$ cat config.mk
export PLATFORM = sky130hd
export DESIGN_NAME = pong_match_ctrl
export DESIGN_NICKNAME = d
export VERILOG_FILES = /design/src/rtl/pong_match_ctrl.sv
export SDC_FILE = /design/constraint.sdc
export NUM_CORES = 1
export LEC_CHECK = 0
export CAP_MARGIN = 20
export CORE_MARGIN = 5
export CORE_UTILIZATION = 50
export CTS_BUF_LIST = sky130_fd_sc_hd__clkbuf_4 sky130_fd_sc_hd__clkbuf_8
export CTS_CLUSTER_SIZE = 30
export DETAILED_ROUTE_END_ITERATION = 8
export GPL_ROUTABILITY_DRIVEN = 0
export PLACE_DENSITY = 0.79
export SLEW_MARGIN = 25
export SYNTH_ARGS = -nofsm -noshare
export SYNTH_HDL_FRONTEND = slang
export SYNTH_SLANG_ARGS = --single-unit
$ cat constraint.sdc
create_clock -name clk -period 3 [get_ports clk]
set_input_delay 0.6 -clock clk [delete_from_list [all_inputs] [get_ports clk]]
set_output_delay 0.6 -clock clk [all_outputs]
set_load 0.02 [all_outputs]
$ cat src/rtl/pong_match_ctrl.sv
// pong_match_ctrl: pong match state machine with BCD scores, ball count, serve side, pause, winner and frame-tick delay timer
module pong_match_ctrl #(
    parameter int BALLS       = 3,
    parameter int WIN_SCORE   = 11,
    parameter int DELAY_TICKS = 120
) (
    input  logic       clk,
    input  logic       reset,
    input  logic       frame_tick,
    input  logic [1:0] btnA,
    input  logic [1:0] btnB,
    input  logic       pause_req,
    input  logic       hit_A,
    input  logic       hit_B,
    input  logic       miss_A,
    input  logic       miss_B,
    output logic [2:0] state,
    output logic       gra_still,
    output logic [7:0] balls_left,
    output logic [3:0] dig0_A,
    output logic [3:0] dig1_A,
    output logic [3:0] dig0_B,
    output logic [3:0] dig1_B,
    output logic       serve_side,
    output logic [1:0] winner,
    output logic       timer_up
);
    localparam logic [2:0] S_IDLE    = 3'd0;
    localparam logic [2:0] S_PLAY    = 3'd1;
    localparam logic [2:0] S_NEWBALL = 3'd2;
    localparam logic [2:0] S_OVER    = 3'd3;
    localparam logic [2:0] S_PAUSE   = 3'd4;
    localparam logic [7:0] WIN_BCD    = 8'(((WIN_SCORE / 10) << 4) | (WIN_SCORE % 10));
    localparam logic [7:0] BALLS_INIT = 8'(BALLS);
    localparam logic [9:0] DELAY      = 10'(DELAY_TICKS);
    localparam logic       WIN_EN     = (WIN_SCORE != 0);

    logic [2:0] state_q, state_d;
    logic [7:0] a_q, a_d, b_q, b_d, balls_q, balls_d;
    logic [9:0] timer_q, timer_d;
    logic       serve_q, serve_d;
    logic [1:0] winner_q, winner_d;
    logic       load, press, a_win, b_win;
    logic [7:0] a_inc, b_inc;

    function automatic logic [7:0] bcd_inc(input logic [7:0] v);
        return (v == 8'h99) ? v : (v[3:0] == 4'd9) ? {v[7:4] + 4'd1, 4'd0} : {v[7:4], v[3:0] + 4'd1};
    endfunction

    assign press = (btnA != 2'b00) || (btnB != 2'b00);
    assign a_inc = hit_A ? bcd_inc(a_q) : a_q;
    assign b_inc = hit_B ? bcd_inc(b_q) : b_q;
    assign a_win = WIN_EN && (a_inc == WIN_BCD);
    assign b_win = WIN_EN && (b_inc == WIN_BCD);

    // state and datapath registers, synchronous reset to the idle match
    always_ff @(posedge clk) begin
        if (reset) begin
            state_q  <= S_IDLE;
            a_q      <= 8'h00;
            b_q      <= 8'h00;
            balls_q  <= BALLS_INIT;
            serve_q  <= 1'b0;
            winner_q <= 2'b00;
            timer_q  <= 10'd0;
        end else begin
            state_q  <= state_d;
            a_q      <= a_d;
            b_q      <= b_d;
            balls_q  <= balls_d;
            serve_q  <= serve_d;
            winner_q <= winner_d;
            timer_q  <= timer_d;
        end
    end

    // next state plus score, ball, serve and winner updates; win takes priority over a miss
    always_comb begin
        state_d  = state_q;
        a_d      = a_q;
        b_d      = b_q;
        balls_d  = balls_q;
        serve_d  = serve_q;
        winner_d = winner_q;
        load     = 1'b0;
        case (state_q)
            S_IDLE: begin
                a_d      = 8'h00;
                b_d      = 8'h00;
                balls_d  = BALLS_INIT;
                winner_d = 2'b00;
                if (press) state_d = S_PLAY;
            end
            S_PLAY: begin
                a_d = a_inc;
                b_d = b_inc;
                if (a_win || b_win) begin
                    winner_d = {b_win, a_win};
                    load     = 1'b1;
                    state_d  = S_OVER;
                end else if (miss_A || miss_B) begin
                    balls_d = balls_q - 8'd1;
                    serve_d = ~miss_A;
                    load    = 1'b1;
                    if (balls_q == 8'd1) begin
                        state_d  = S_OVER;
                        winner_d = (a_inc > b_inc) ? 2'b01 : (b_inc > a_inc) ? 2'b10 : 2'b11;
                    end else begin
                        state_d = S_NEWBALL;
                    end
                end else if (pause_req) begin
                    state_d = S_PAUSE;
                end
            end
            S_NEWBALL: if (timer_up && press) state_d = S_PLAY;
            S_PAUSE:   if (pause_req) state_d = S_PLAY;
            S_OVER: begin
                if (timer_up) begin
                    state_d  = S_IDLE;
                    a_d      = 8'h00;
                    b_d      = 8'h00;
                    balls_d  = BALLS_INIT;
                    winner_d = 2'b00;
                end
            end
            default: state_d = S_IDLE;
        endcase
    end

    // delay timer: load wins over a coincident frame tick; frozen while paused
    always_comb begin
        timer_d = load ? DELAY
                : (frame_tick && timer_q != 10'd0 && state_q != S_PAUSE) ? timer_q - 10'd1
                : timer_q;
    end

    // outputs decoded from registered state only
    always_comb begin
        state      = state_q;
        gra_still  = (state_q != S_PLAY);
        balls_left = balls_q;
        dig0_A     = a_q[3:0];
        dig1_A     = a_q[7:4];
        dig0_B     = b_q[3:0];
        dig1_B     = b_q[7:4];
        serve_side = serve_q;
        winner     = winner_q;
        timer_up   = (timer_q == 10'd0);
    end
endmodule
==> results.cfg <==
[status]
run_status = finished clean

[grt]
grt-ovfl-total = 0
grt.total_usage = 0.212
grt_antenna_before_repair = 0
number_of_global_route_vias_before_repair = 2572
global_route_wire_length_before_repair_mm = 11.4
largest_net_degree_at_the_start_of_global_routing = 19

[sta]
final_critical_period_ps = 2950
fin_setup_tns_ps = 0
finalCritPeriodShare = 0.984
final-setup-viol-count = 0
worst_clock_skew_ps = 3.80
final_hold_viol_count = 0
worst_slew_pin_slew_ps = 483
report.final.slew_viol_count = 0
timing.fmax_mhz = 339
rsz0062_at_grt = true
max-slew-margin-rel = 0.678

[final_layout]
design_area_sq_mm = 0.00350
drive_above_1_share = 0.153
layout.filler_cells = 415
final_util = 0.685
finish.net_count = 438
n_antenna_cell = 0
ff_latch_area_sq_um = 801
multi_input_area_sq_mm = 0.00174
syn2layout_area_growth_pct = 33.2

[yosys]
post_synthesis_compound_gate_area_fraction = 0.199
top_post_synthesis_cells_by_count = 47 x nor2_1, 40 x dfxtp_1, 33 x a21oi_1, 27 x nand2_1, 16 x ha_1
synth_top_area_cell = dfxtp_1
synth_simple_gate_area_share = 0.307
synth_edf_count = 0
syn-num-nets = 360
dominant_combinational_cell_family_by_area_after_synthesis = simple AND/OR/NAND/NOR gates
post_synth_num_cell_types = 58
yosysWarningCount = 0
yosysSeqAreaShare = 0.305
synth_area_per_cell_sq_um = 7.91
synth.most_common_cell = nor2_1
postSynthCellCount = 332
synth_xor_area_frac = 0.0567
post_synth_top_flop = dfxtp_1
synth_fa_ha_area_frac = 0.0800
ys_ff_latch = 40
cell_area_after_synthesis_sq_mm = 0.00263
mux_share_of_post_synthesis_cell_area = 0.0157
synth_top_area_share = 0.305
async_reset_ff_frac = 0
ys_top_cells_by_area = dfxtp_1 30%, ha_1 7.6%, nor2_1 6.7%

[clock_tree]
cts_inserted_buffers = 5
clock_path_buffers = 2
cts.root.buffer_cell = clkbuf_8
post_cts_hold_buffer_count = 0
htree_levels = 2
clock_insertion_delay_worst_skew_ps = 290
reg_clk_slew_reported_paths_ps = 80
clock_sinks = 40
clock_tree_from_tritoncts = built

[flow_run]
maxCapViolCount = 0

[place]
place_hpwl_mm = 5.12
place_area_sq_mm = 0.00338
numPortBuffers = 43

[drt]
detail_route.wirelength_mm = 6.77
drc = 0
vias_per_cell = 5.59
post_drt_antenna_nets = 0
drt_first_pass_iters = 4
post_drt_wl_per_cell_microns = 14.1
via_count = 2691
dr.first_iter.drc_count = 122

[worst_setup_path]
worst_setup_sp_type = input port
crit_path_max_fanout = 3
critical_path.startpoint = hit_A
worst_r2r_startpoint = b_q[4]$_SDFFE_PP0P_
end_kind = flop
worst_ep_required_time_ps = 3180
rr_worst_depth = 13
critPathArrivalTime_ps = 3130
rr_endpoint = winner[0]$_SDFFE_PP0P_
criticalPathCategory = in -> reg
crit_end = winner[0]$_SDFFE_PP0P_
r2r_setup_slack_ps = 150

[pwr]
p_per_area_mw_per_mm2 = 519
max_rail_drop_vdd_v = 0.000446
static-leakage-power_nw = 1.40
fin_total_pwr_w = 0.00182

[floorplan]
design.core.area_sq_mm = 0.00511
floorplan.io_pins = 44
die-width_microns = 82.5
starting_density_of_the_core = 0.514
dieHeight_microns = 82.5
area_of_the_die_sq_mm = 0.00680
rows = 26

[worst_hold_path]
hold_path.startpoint = balls_left[7]$_SDFFE_PP0P_
worst_hold_path_type = reg -> reg
==> logic make-up (layout without fill, tap and decap cells) <==
group | count (synthesis) | after routing
and+or+nand+nor | 150 | 150
adders and majority gates | 17 | 17
muxes | 4 | 4
AOI/OAI and AO/OA | 80 | 80
xor gates and xnor gates | 17 | 17
buffers and inverters | 24 | 103
DFF | 40 | 40
==> registers in the layout, indices dropped and copies added (netlist names) <==
name	count
a_q	8
balls_left	8
serve_side	1
b_q	8
timer_q	10
state	3
winner	2
==> routing by layer <==
metal / part of all wire / vias up / global-route usage
met1: 0.46 / 1242 / 0.265
met5: 0 / - / 0
met2: 0.47 / 76 / 0.356
li1: - / 1359 / -
met3: 0.049 / 14 / 0.0434
met4: 0.020 / 0 / 0.0850
==> layout by cell type (no fill, tap or decap), types with 5 or more instances in the layout <==
master,Yosys,final
nor3_1,10,10
a21oi_1,33,33
or4_1,6,6
nor2_1,47,47
or3_1,7,7
inv_1,12,12
clkbuf_8,0,6
o21ai_0,10,9
a211oi_1,6,5
nand3_1,8,8
nand2b_1,9,9
ha_1,16,16
xor2_1,7,7
dfxtp_1,40,40
xnor2_1,10,10
buf_4,0,40
clkdlybuf4s50_1,0,42
nand2_1,27,26
a22oi_1,7,7
==> how the worst min path moves through the flow <==
stage,slack (ps),endpoint,cells past startpoint
2_1_floorplan,480,timer_q[8]$_SDFFE_PP0P_,2
3_3_place_gp,480,balls_left[7]$_SDFFE_PP0P_,2
3_5_place_dp,490,winner[1]$_SDFFE_PP0P_,2
4_1_cts,500,winner[1]$_SDFFE_PP0P_,2
5_1_grt,550,winner[1]$_SDFFE_PP0P_,2
6_report,500,balls_left[7]$_SDFFE_PP0P_,2
==> power by group <==
| part | leakage (nW) | switching, W | total, W | internal (W) |
|---|---|---|---|---|
| clock network | 0.0479 | 0.000188 | 0.000384 | 0.000196 |
| logic | 1.03 | 0.000390 | 0.000745 | 0.000355 |
| registers | 0.325 | 0.0000821 | 0.000687 | 0.000605 |
==> per-stage QoR <==
step                      std cells  setup slack (ps)  hold slack (ps)
after global placement          472              -220              485
after CTS                       480              14.4              503
final                           481              48.5              504
after floorplan                 332             0.516              480
after detailed placement        472              -275              491
after global routing            481              -107              548
==> final cells by class <==
class                      count  share of cell area
clock buffer                   7              0.0257
clock inverter                 1             0.00214
inverter                      12              0.0129
multi-input combinational    268               0.496
sequential                    40               0.229
tap                           70              0.0250
timing repair buffer          83               0.209
==> critical path, stage by stage <==
cell and delay [ps]:
clkdlybuf4s50_1 410, and2_1 170, and2_1 180, and4_1 220, xnor2_1 140, ha_1 290, and4_1 230, nand2_1 60
o211ai_1 190, o21ai_0 110, and4_1 200, or3_1 330
==> repair_timing <==
action / in CTS / in global routing
setup endpoints to repair: 0 / 3
resized for setup: 0 / 5
buffers inserted: 0 / 1
Power figures use the tool's default switching activity.
